## config.mk

```make
export PLATFORM = sky130hd
export DESIGN_NAME = pipelined_barrel_shifter
export DESIGN_NICKNAME = d
export VERILOG_FILES = /design/src/rtl/barrel_shifter_pkg.sv /design/src/rtl/barrel_shift_stage.sv /design/src/rtl/pipelined_barrel_shifter.sv
export SDC_FILE = /design/constraint.sdc
export NUM_CORES = 1
export LEC_CHECK = 0
export BUFFER_PORTS_ARGS = -buffer_cell sky130_fd_sc_hd__buf_2
export CAP_MARGIN = 20
export CORE_MARGIN = 4
export CORE_UTILIZATION = 37
export DETAILED_ROUTE_END_ITERATION = 8
export PLACE_DENSITY_LB_ADDON = 0.15
export SLEW_MARGIN = 15
export SYNTH_ARGS = -nofsm -noshare
export SYNTH_HDL_FRONTEND = slang
export SYNTH_SLANG_ARGS = --single-unit
```

## constraint.sdc

```tcl
create_clock -name clk -period 4.3 [get_ports clk]
set_input_delay 0.215 -clock clk [delete_from_list [all_inputs] [get_ports clk]]
set_output_delay 0.215 -clock clk [all_outputs]
set_load 0.05 [all_outputs]
```

## src/rtl/barrel_shifter_pkg.sv

```systemverilog
// Shared types for the pipelined barrel shifter.
// Latency: n/a (types only).
// Backpressure: n/a.
package barrel_shifter_pkg;

    typedef enum logic [1:0] {
        SHL = 2'd0,
        SHR = 2'd1,
        SAR = 2'd2,
        ROL = 2'd3
    } shift_mode_t;

endpackage

```

## src/rtl/barrel_shift_stage.sv

```systemverilog
// One shifter stage: conditional shift by SHIFT (SHL/SHR/SAR/ROL) into a valid/ready register slice.
// Latency: 1 cycle.
// Backpressure: loads when empty or downstream ready; sticky ports exist only with BARREL_SHIFTER_STICKY_EN.
module barrel_shift_stage
    import barrel_shifter_pkg::*;
#(
    parameter int N     = 32,
    parameter int TAG_W = 4,
    parameter int L     = $clog2(N),
    parameter int SHIFT = 1
) (
    input  logic             clk,
    input  logic             rstN,
    input  logic             up_valid,
    input  logic [N-1:0]     up_data,
    input  logic [L-1:0]     up_amt,
    input  shift_mode_t      up_mode,
    input  logic [TAG_W-1:0] up_tag,
`ifdef BARREL_SHIFTER_STICKY_EN
    input  logic             up_sticky,
    output logic             dn_sticky,
`endif
    output logic             dn_valid,
    input  logic             dn_ready,
    output logic [N-1:0]     dn_data,
    output logic [L-1:0]     dn_amt,
    output shift_mode_t      dn_mode,
    output logic [TAG_W-1:0] dn_tag
);

    localparam int B = $clog2(SHIFT);

    logic         en;
    logic         load;
    logic [N-1:0] nxt;

    assign en   = up_amt[B];
    assign load = !dn_valid || dn_ready;

    always_comb begin
        nxt = up_data;
        if (en) begin
            unique case (up_mode)
                SHL: nxt = up_data << SHIFT;
                SHR: nxt = up_data >> SHIFT;
                SAR: nxt = $unsigned($signed(up_data) >>> SHIFT);
                ROL: nxt = (up_data << SHIFT) | (up_data >> (N - SHIFT));
            endcase
        end
    end

    always_ff @(posedge clk or negedge rstN) begin
        if (!rstN) begin
            dn_valid <= 1'b0;
            dn_data  <= '0;
            dn_amt   <= '0;
            dn_mode  <= SHL;
            dn_tag   <= '0;
        end else if (load) begin
            dn_valid <= up_valid;
            if (up_valid) begin
                dn_data <= nxt;
                dn_amt  <= up_amt;
                dn_mode <= up_mode;
                dn_tag  <= up_tag;
            end
        end
    end

`ifdef BARREL_SHIFTER_STICKY_EN
    logic disc;

    // Bits pushed off the end by this stage; rotation never loses any.
    always_comb begin
        disc = 1'b0;
        if (en) begin
            unique case (up_mode)
                SHL:      disc = |up_data[N-1 -: SHIFT];
                SHR, SAR: disc = |up_data[SHIFT-1:0];
                ROL:      disc = 1'b0;
            endcase
        end
    end

    always_ff @(posedge clk or negedge rstN) begin
        if (!rstN) begin
            dn_sticky <= 1'b0;
        end else if (load && up_valid) begin
            dn_sticky <= up_sticky | disc;
        end
    end
`endif

endmodule

```

## src/rtl/pipelined_barrel_shifter.sv

```systemverilog
// Pipelined multi-mode barrel shifter (SHL/SHR/SAR/ROL), L=$clog2(N) stages, largest shift first; BARREL_SHIFTER_STICKY_EN adds sticky.
// Latency: L cycles, one result per clock.
// Backpressure: per-stage elastic valid/ready; bubbles collapse, in_ready drops only when every stage is full and stalled.
module pipelined_barrel_shifter
    import barrel_shifter_pkg::*;
#(
    parameter  int N     = 32,
    parameter  int TAG_W = 4,
    localparam int L     = $clog2(N)
) (
    input  logic             clk,
    input  logic             rstN,
    input  logic             in_valid,
    output logic             in_ready,
    input  logic [N-1:0]     in_data,
    input  logic [L-1:0]     in_amt,
    input  logic [1:0]       in_mode,
    input  logic [TAG_W-1:0] in_tag,
    output logic             out_valid,
    input  logic             out_ready,
    output logic [N-1:0]     out_data,
    output logic [TAG_W-1:0] out_tag,
    output logic             out_sticky
);

    logic [L:0]            vld;
    logic [L:0]            rdy;
    logic [L:0][N-1:0]     dat;
    logic [L:0][L-1:0]     amt;
    logic [L:0][TAG_W-1:0] tag;
    shift_mode_t           mode [L+1];

    assign vld[0]  = in_valid;
    assign dat[0]  = in_data;
    assign amt[0]  = in_amt;
    assign mode[0] = shift_mode_t'(in_mode);
    assign tag[0]  = in_tag;

    // Ready ripples back from the output; stage k feeds the slice at index k+1.
    always_comb begin
        rdy[L] = out_ready;
        for (int k = L - 1; k >= 0; k--) begin
            rdy[k] = !vld[k+1] || rdy[k+1];
        end
    end

    assign in_ready  = rdy[0];
    assign out_valid = vld[L];
    assign out_data  = dat[L];
    assign out_tag   = tag[L];

`ifdef BARREL_SHIFTER_STICKY_EN
    logic [L:0] stk;
    assign stk[0]     = 1'b0;
    assign out_sticky = stk[L];
`else
    assign out_sticky = 1'b0;
`endif

    // The final stage's amount and mode have no consumer.
    logic unused_tail;
    assign unused_tail = ^{amt[L], mode[L]};

    for (genvar k = 0; k < L; k++) begin : g_stage
        barrel_shift_stage #(
            .N     (N),
            .TAG_W (TAG_W),
            .L     (L),
            .SHIFT (1 << (L - 1 - k))
        ) u_stage (
            .clk       (clk),
            .rstN      (rstN),
            .up_valid  (vld[k]),
            .up_data   (dat[k]),
            .up_amt    (amt[k]),
            .up_mode   (mode[k]),
            .up_tag    (tag[k]),
`ifdef BARREL_SHIFTER_STICKY_EN
            .up_sticky (stk[k]),
            .dn_sticky (stk[k+1]),
`endif
            .dn_valid  (vld[k+1]),
            .dn_ready  (rdy[k+1]),
            .dn_data   (dat[k+1]),
            .dn_amt    (amt[k+1]),
            .dn_mode   (mode[k+1]),
            .dn_tag    (tag[k+1])
        );
    end

endmodule

```

# Word level (Yosys, flattened, before mapping)
# Cells that the tools add are included.
[totals] register_bits=203 inputBits=47 out_inout_bits=39 word_cells=73
[classes] n_eq_ne=15 mux=10 bitwise=5 n_reduce_logical=20
[ops] operator="$pmux 32 s4" n=5
[ops] operator="$mux 32" n=5
[ops] operator="$or 32x1->32" n=1
[ops] operator="$or 32x16->32" n=1
[ops] operator="$or 32x2->32" n=1
[ops] operator="$or 32x4->32" n=1
[ops] operator="$or 32x8->32" n=1
[ops] operator="$eq 2x2->1 const B" n=10
[ops] operator="$eq 2x1->1 const B" n=5
[ops] operator="$logic_not 2->1" n=5
[ops] operator="$reduce_and 2->1" n=5
[ops] operator="$logic_not 1->1" n=5
[ops] operator="$logic_or 1x1->1" n=5

# Longest topological paths before layout
[depth] depth_word=7 depth_mapped=6 depth_no_buf=3

# Cells and area by module
# Synthesis repeated with hierarchy kept, for this count alone.
[hier_totals] hier_cells=1090 area_unflattened_um2=11922.7
[by_module_without_submodules] module="barrel_shift_stage (g_stage[1].u_stage)" n_inst=1 cells_each=235 area_per_inst_um2=2610.0 seq_area_each_um2=1101.1
[by_module_without_submodules] module="barrel_shift_stage (g_stage[2].u_stage)" n_inst=1 cells_each=225 area_per_inst_um2=2434.8 seq_area_each_um2=1101.1
[by_module_without_submodules] module="barrel_shift_stage (g_stage[3].u_stage)" n_inst=1 cells_each=221 area_per_inst_um2=2389.8 seq_area_each_um2=1101.1
[by_module_without_submodules] module="barrel_shift_stage (g_stage[4].u_stage)" n_inst=1 cells_each=221 area_per_inst_um2=2359.8 seq_area_each_um2=1101.1
[by_module_without_submodules] module="barrel_shift_stage (g_stage[0].u_stage)" n_inst=1 cells_each=180 area_per_inst_um2=2082.0 seq_area_each_um2=1101.1
[by_module_without_submodules] module="pipelined_barrel_shifter" n_inst=1 cells_each=8 area_per_inst_um2=46.3 seq_area_each_um2=0.0

# Worst setup path after synthesis
# Ideal clock, no wire load.
[synth_timing] kind="reg-to-reg" start="register g_stage[4].u_stage.dn_valid" end="register g_stage[0].u_stage.dn_data[22]" setup_ps=122 arrival_ps=1739 required_time_ps=4178 setup_slack_ps=2440 path_stages_with_launch=6 period_less_slack_ps=1860 cell_sequence="dfrtp_1 > and4b_1 > buf_4 > nand3_4 > buf_2 > a32o_1"
[synth_via] elab_chain_cells=7
[synth_lines] item="from (decl)" line_no="barrel_shift_stage.sv:23" rtl="output logic dn_valid,"
[synth_lines] item="from (signal assigned)" line_no="barrel_shift_stage.sv:60" rtl="dn_valid <= up_valid;"
[synth_lines] item="$logic_not 1->1" line_no="pipelined_barrel_shifter.sv:43" rtl="rdy[k] = !vld[k+1] || rdy[k+1];"
[synth_lines] item="$logic_or 1x1->1 (4 in series)" line_no="pipelined_barrel_shifter.sv:43"
[synth_lines] item="$logic_or 1x1->1"
[synth_lines] item="named net in_ready" line_no="pipelined_barrel_shifter.sv:14" rtl="output logic in_ready,"
[synth_lines] item="$reduce_and 2->1 (no line)"
[synth_lines] item="to (signal assigned)" line_no="barrel_shift_stage.sv:62" rtl="dn_data <= nxt;"
[synth_lines] item="to (decl)" line_no="barrel_shift_stage.sv:25" rtl="output logic [N-1:0] dn_data,"
# The timed path passes the listed nets, and every way through them passes these cells.
# A chain may end at the register's enable or synchronous reset.

# Worst setup path after layout
[layout_timing] start="register g_stage[2].u_stage.dn_valid" end="output port in_ready"
[layout_via] elab_chain_cells=4
[layout_lines] item="from (decl)" line_no="barrel_shift_stage.sv:23"
[layout_lines] item="from (signal assigned)" line_no="barrel_shift_stage.sv:60"
[layout_lines] item="$logic_not 1->1" line_no="pipelined_barrel_shifter.sv:43"
[layout_lines] item="$logic_or 1x1->1 (3 in series)" line_no="pipelined_barrel_shifter.sv:43"
[layout_lines] item="to (decl)" line_no="pipelined_barrel_shifter.sv:14"
# No other way between the ends.

==> impl_metrics.tcl <==
set metrics [dict create \
    status "complete, no violations" \
    cp_slowest_cell "and4b_1" \
    rrSetupSlack_ns 1.82 \
    worst_pin_slew_ns 1.103 \
    worstPathCellList "buf_4 -> and4b_1 -> nand3_4 -> buf_2" \
    synth_area_leaders "dfrtp_1, mux2i_1, o211ai_1" \
    drt_wl_total_um 32210 \
    worstSetupStartpointType "register" \
    syn-num-nets 1162 \
    cts_num_sinks 203 \
    ys_seq_area_frac 0.4302 \
    finalPower_uw 8903 \
    ios 86 \
    cts_made_buffers 25 \
    ant_nets 0 \
    fp.dieH_um 186.7 \
    criticalPathCategory "reg -> out" \
    fin_hold_ws_ns 0.05776 \
    cts-root-buf "clkbuf_16" \
    synth.avg_cell_area_um2 10.59 \
    yosysUniqueCellTypes 44 \
    drt-vias-per-instance 5.933 \
    grt_max_degree 114 \
    drive_above_1_share 0.1960 \
    antenna_found_initial 0 \
    final.period_utilization 0.6750 \
    overflow 0 \
    num_rows 65 \
    yosys_warnings 0 \
    utilization 0.4102 \
    period_needed_ns 2.903 \
    grt_pass1_wl_um 52860 \
    crit_path_max_fanout 32 \
    clock.fmax_mhz 344.5 \
    vias 8983 \
    synthCells 1115 \
    grtUsageTotal 0.1809 \
    p_leak_uw 0.005375 \
    peakVddDrop_v 0.0002903 \
    p_sw_uw 3695 \
    crit_arrival_ns 2.69 \
    p_per_area_nw_per_um2 687.9 \
    grt_pass1_vias 9092 \
    syn_to_final_growth_pct 9.599 \
    intPower_uw 5208 \
    end_kind "output port" \
    clockBufferDepth 3 \
    cp.buffers_inverters 2 \
    clockPowerShare 0.217 \
    nNetsFinal 1147 \
    synth_top_area_cell "dfrtp_1" \
    fin_skew_ns 0.01865 \
    maxCapViolations 0 \
    tritoncts "built" \
    pwr-share-seq 0.386 \
    critPathRequiredTime_ns 4.09 \
    swShare 0.4151 \
    synth_top_area_frac 0.4302 \
    wl_per_cell_um 21.27 \
    rsz0062_at_grt "false" \
    slew_headroom 0.2647 \
    htreeDepth 1 \
    final_hold_viol_count 0 \
    clock_latency_ns 0.53 \
    fp.coreArea_um2 31560 \
    io_buffers 84 \
    cts_resized 0 \
    dr.pass1.iters 5 \
    clk_pin_slew_worst_paths_ns 0.06 \
    gp_congestion 0.7820 \
    syn-cell-area_um2 11810 \
    tns_ns 0 \
    ys_ff_latch 203 \
    comb_power_share 0.397 \
    n_fill_cell 3103 \
    antenna_cells 0 \
    setup_viol 0 \
    die_width_um 186.7 \
    initial_utilization 0.3742 \
    die-area_um2 34840 \
    final_max_slew_viol_count 0 \
    post-route-drc-count 0 \
    hold_class "in -> reg" \
    hpwlAfterDp_um 21320 \
    crit_path_max_incr_delay_ns 0.74 \
    crit_family "simple AND/OR/NAND/NOR gates" \
    drt_iter0_drc 542 \
]
-- worst register-to-register path: stages, from the launching register on --
cell     delay [ns]
dfrtp_1        0.38
buf_4          0.34
and4b_1        0.74
nand2_2        0.51
a32o_1         0.39
-- logic make-up (layout without fill, tap and decap cells) --
group | count (synthesis) | after routing | share of synthesized area
compound gates | 331 | 331 | 0.2030
xor+xnor | 4 | 4 | 0.007735
buf+inv | 170 | 167 | 0.07406
flops | 203 | 203 | 0.4302
mux | 203 | 203 | 0.1797
other cells | 1 | 1 | 0.0003176
simple gates | 203 | 203 | 0.1050
-- placed cells by master, fill, tap and decap left out, drive strengths merged, types with 3 or more instances in the layout --
cell type    netlist  routed
buf               82     102
o211ai           107     107
nor3               3       3
nand4             87      87
nand4b             9       9
inv               16      17
nor2              15      15
nand2             10      10
nand3b             4       4
o221ai             8       8
o21a              40      40
clkinv             0       4
a32o              38      38
nor2b             36      36
a221oi             9       9
dfrtp            203     203
mux2              72      72
xnor2              4       4
clkbuf            72      34
a22o              19      19
nand3             30      30
o31ai             10      10
o21ai             95      95
nand2b             5       5
mux2i            131     131
dlygate4sd3        0       9
-- metal layers --
layer	up-vias	part of all wire	global-route usage
met2	193	0.45	0.2832
met5	-	0	0
met3	51	0.038	0.02712
met1	4500	0.48	0.2638
li1	4239	-	-
met4	0	0.027	0.04664
-- registers in the layout, summed over array words and instances (netlist names) --
register,flops
g_stage.u_stage.dn_amt,10
g_stage.u_stage.dn_mode,8
g_stage.u_stage.dn_data,160
g_stage.u_stage.dn_tag,20
g_stage.u_stage.dn_valid,5
-- synthesized netlist by cell type --
library cell,number
a22o_1,19
inv_1,15
nand3b_1,4
o21ai_2,2
xnor2_1,1
nand2b_1,5
dfrtp_1,203
nand2_1,9
nand3_1,29
buf_1,1
nand2_2,1
o21a_1,40
conb_1,1
buf_4,44
a21boi_0,1
and3b_1,1
buf_6,4
o211ai_1,107
a21oi_1,1
buf_2,33
mux2_2,68
nand4b_1,8
nand4bb_1,1
or4bb_1,1
o31ai_1,10
nor2b_1,36
a221oi_1,9
mux2i_1,131
o22a_1,1
o221ai_1,8
mux2_1,4
inv_2,1
nor2_1,15
o2111ai_1,1
xnor2_4,3
o21ai_0,93
clkbuf_1,72
o21ba_2,1
nor3_1,3
and4b_1,1
nand4b_4,1
a32o_1,38
nand4_1,87
nand3_4,1
-- power groups by stage --
stage | clock network, µW | registers (µW) | logic [µW]
6_report | 1930 | 3440 | 3530
5_1_grt | 2060 | 3550 | 3860
4_1_cts | 1990 | 3450 | 3550
3_5_place_dp | 0 | 3480 | 3530
3_3_place_gp | 0 | 3460 | 3500
2_1_floorplan | 0 | 3080 | 3150
-- final timing paths --
| kind | from | end | depth (start not counted) |
|---|---|---|---|
| worst max-delay path | g_stage[2].u_stage.dn_valid | in_ready | 4 |
| worst min-delay path | in_data[26] | g_stage[0].u_stage.dn_data[10] | 3 |
| worst max register to register | g_stage[2].u_stage.dn_valid | g_stage[1].u_stage.dn_data[8] | 4 |
| worst min register to register | g_stage[0].u_stage.dn_tag[3] | g_stage[1].u_stage.dn_tag[3] | 1 |
| max in group asynchronous | rstN | g_stage[3].u_stage.dn_data[12] | 3 |
| min in group asynchronous | rstN | g_stage[4].u_stage.dn_data[28] | 2 |
-- stage by stage --
stage / setup slack [ns] / instances / cell area (µm²)
3_3_place_gp: 1.918 / 1464 / 12090
5_1_grt: 1.259 / 1514 / 12940
4_1_cts: 1.392 / 1513 / 12930
6_report: 1.397 / 1514 / 12940
3_5_place_dp: 1.832 / 1465 / 12110
2_1_floorplan: 2.440 / 1115 / 11810
-- area by class of cell --
type,instances,area (µm²),share of cell area
sequential,203,5081,0.3926
multi-input combinational,742,5877,0.4541
clock inverter,6,36.28,0.002804
tap,402,503.0,0.03886
timing repair buffer,112,689.4,0.05327
inverter,16,60.06,0.004640
clock buffer,33,695.7,0.05375
-- what timing repair did --
action / 4_1_cts / 5_1_grt
hold buffers: 9 / 0
buffers inserted: 0 / 0
endpoints found under the setup margin: 0 / 0
endpoints found under the hold margin: 119 / 0
Note: power is estimated with default switching activity, not from simulation.
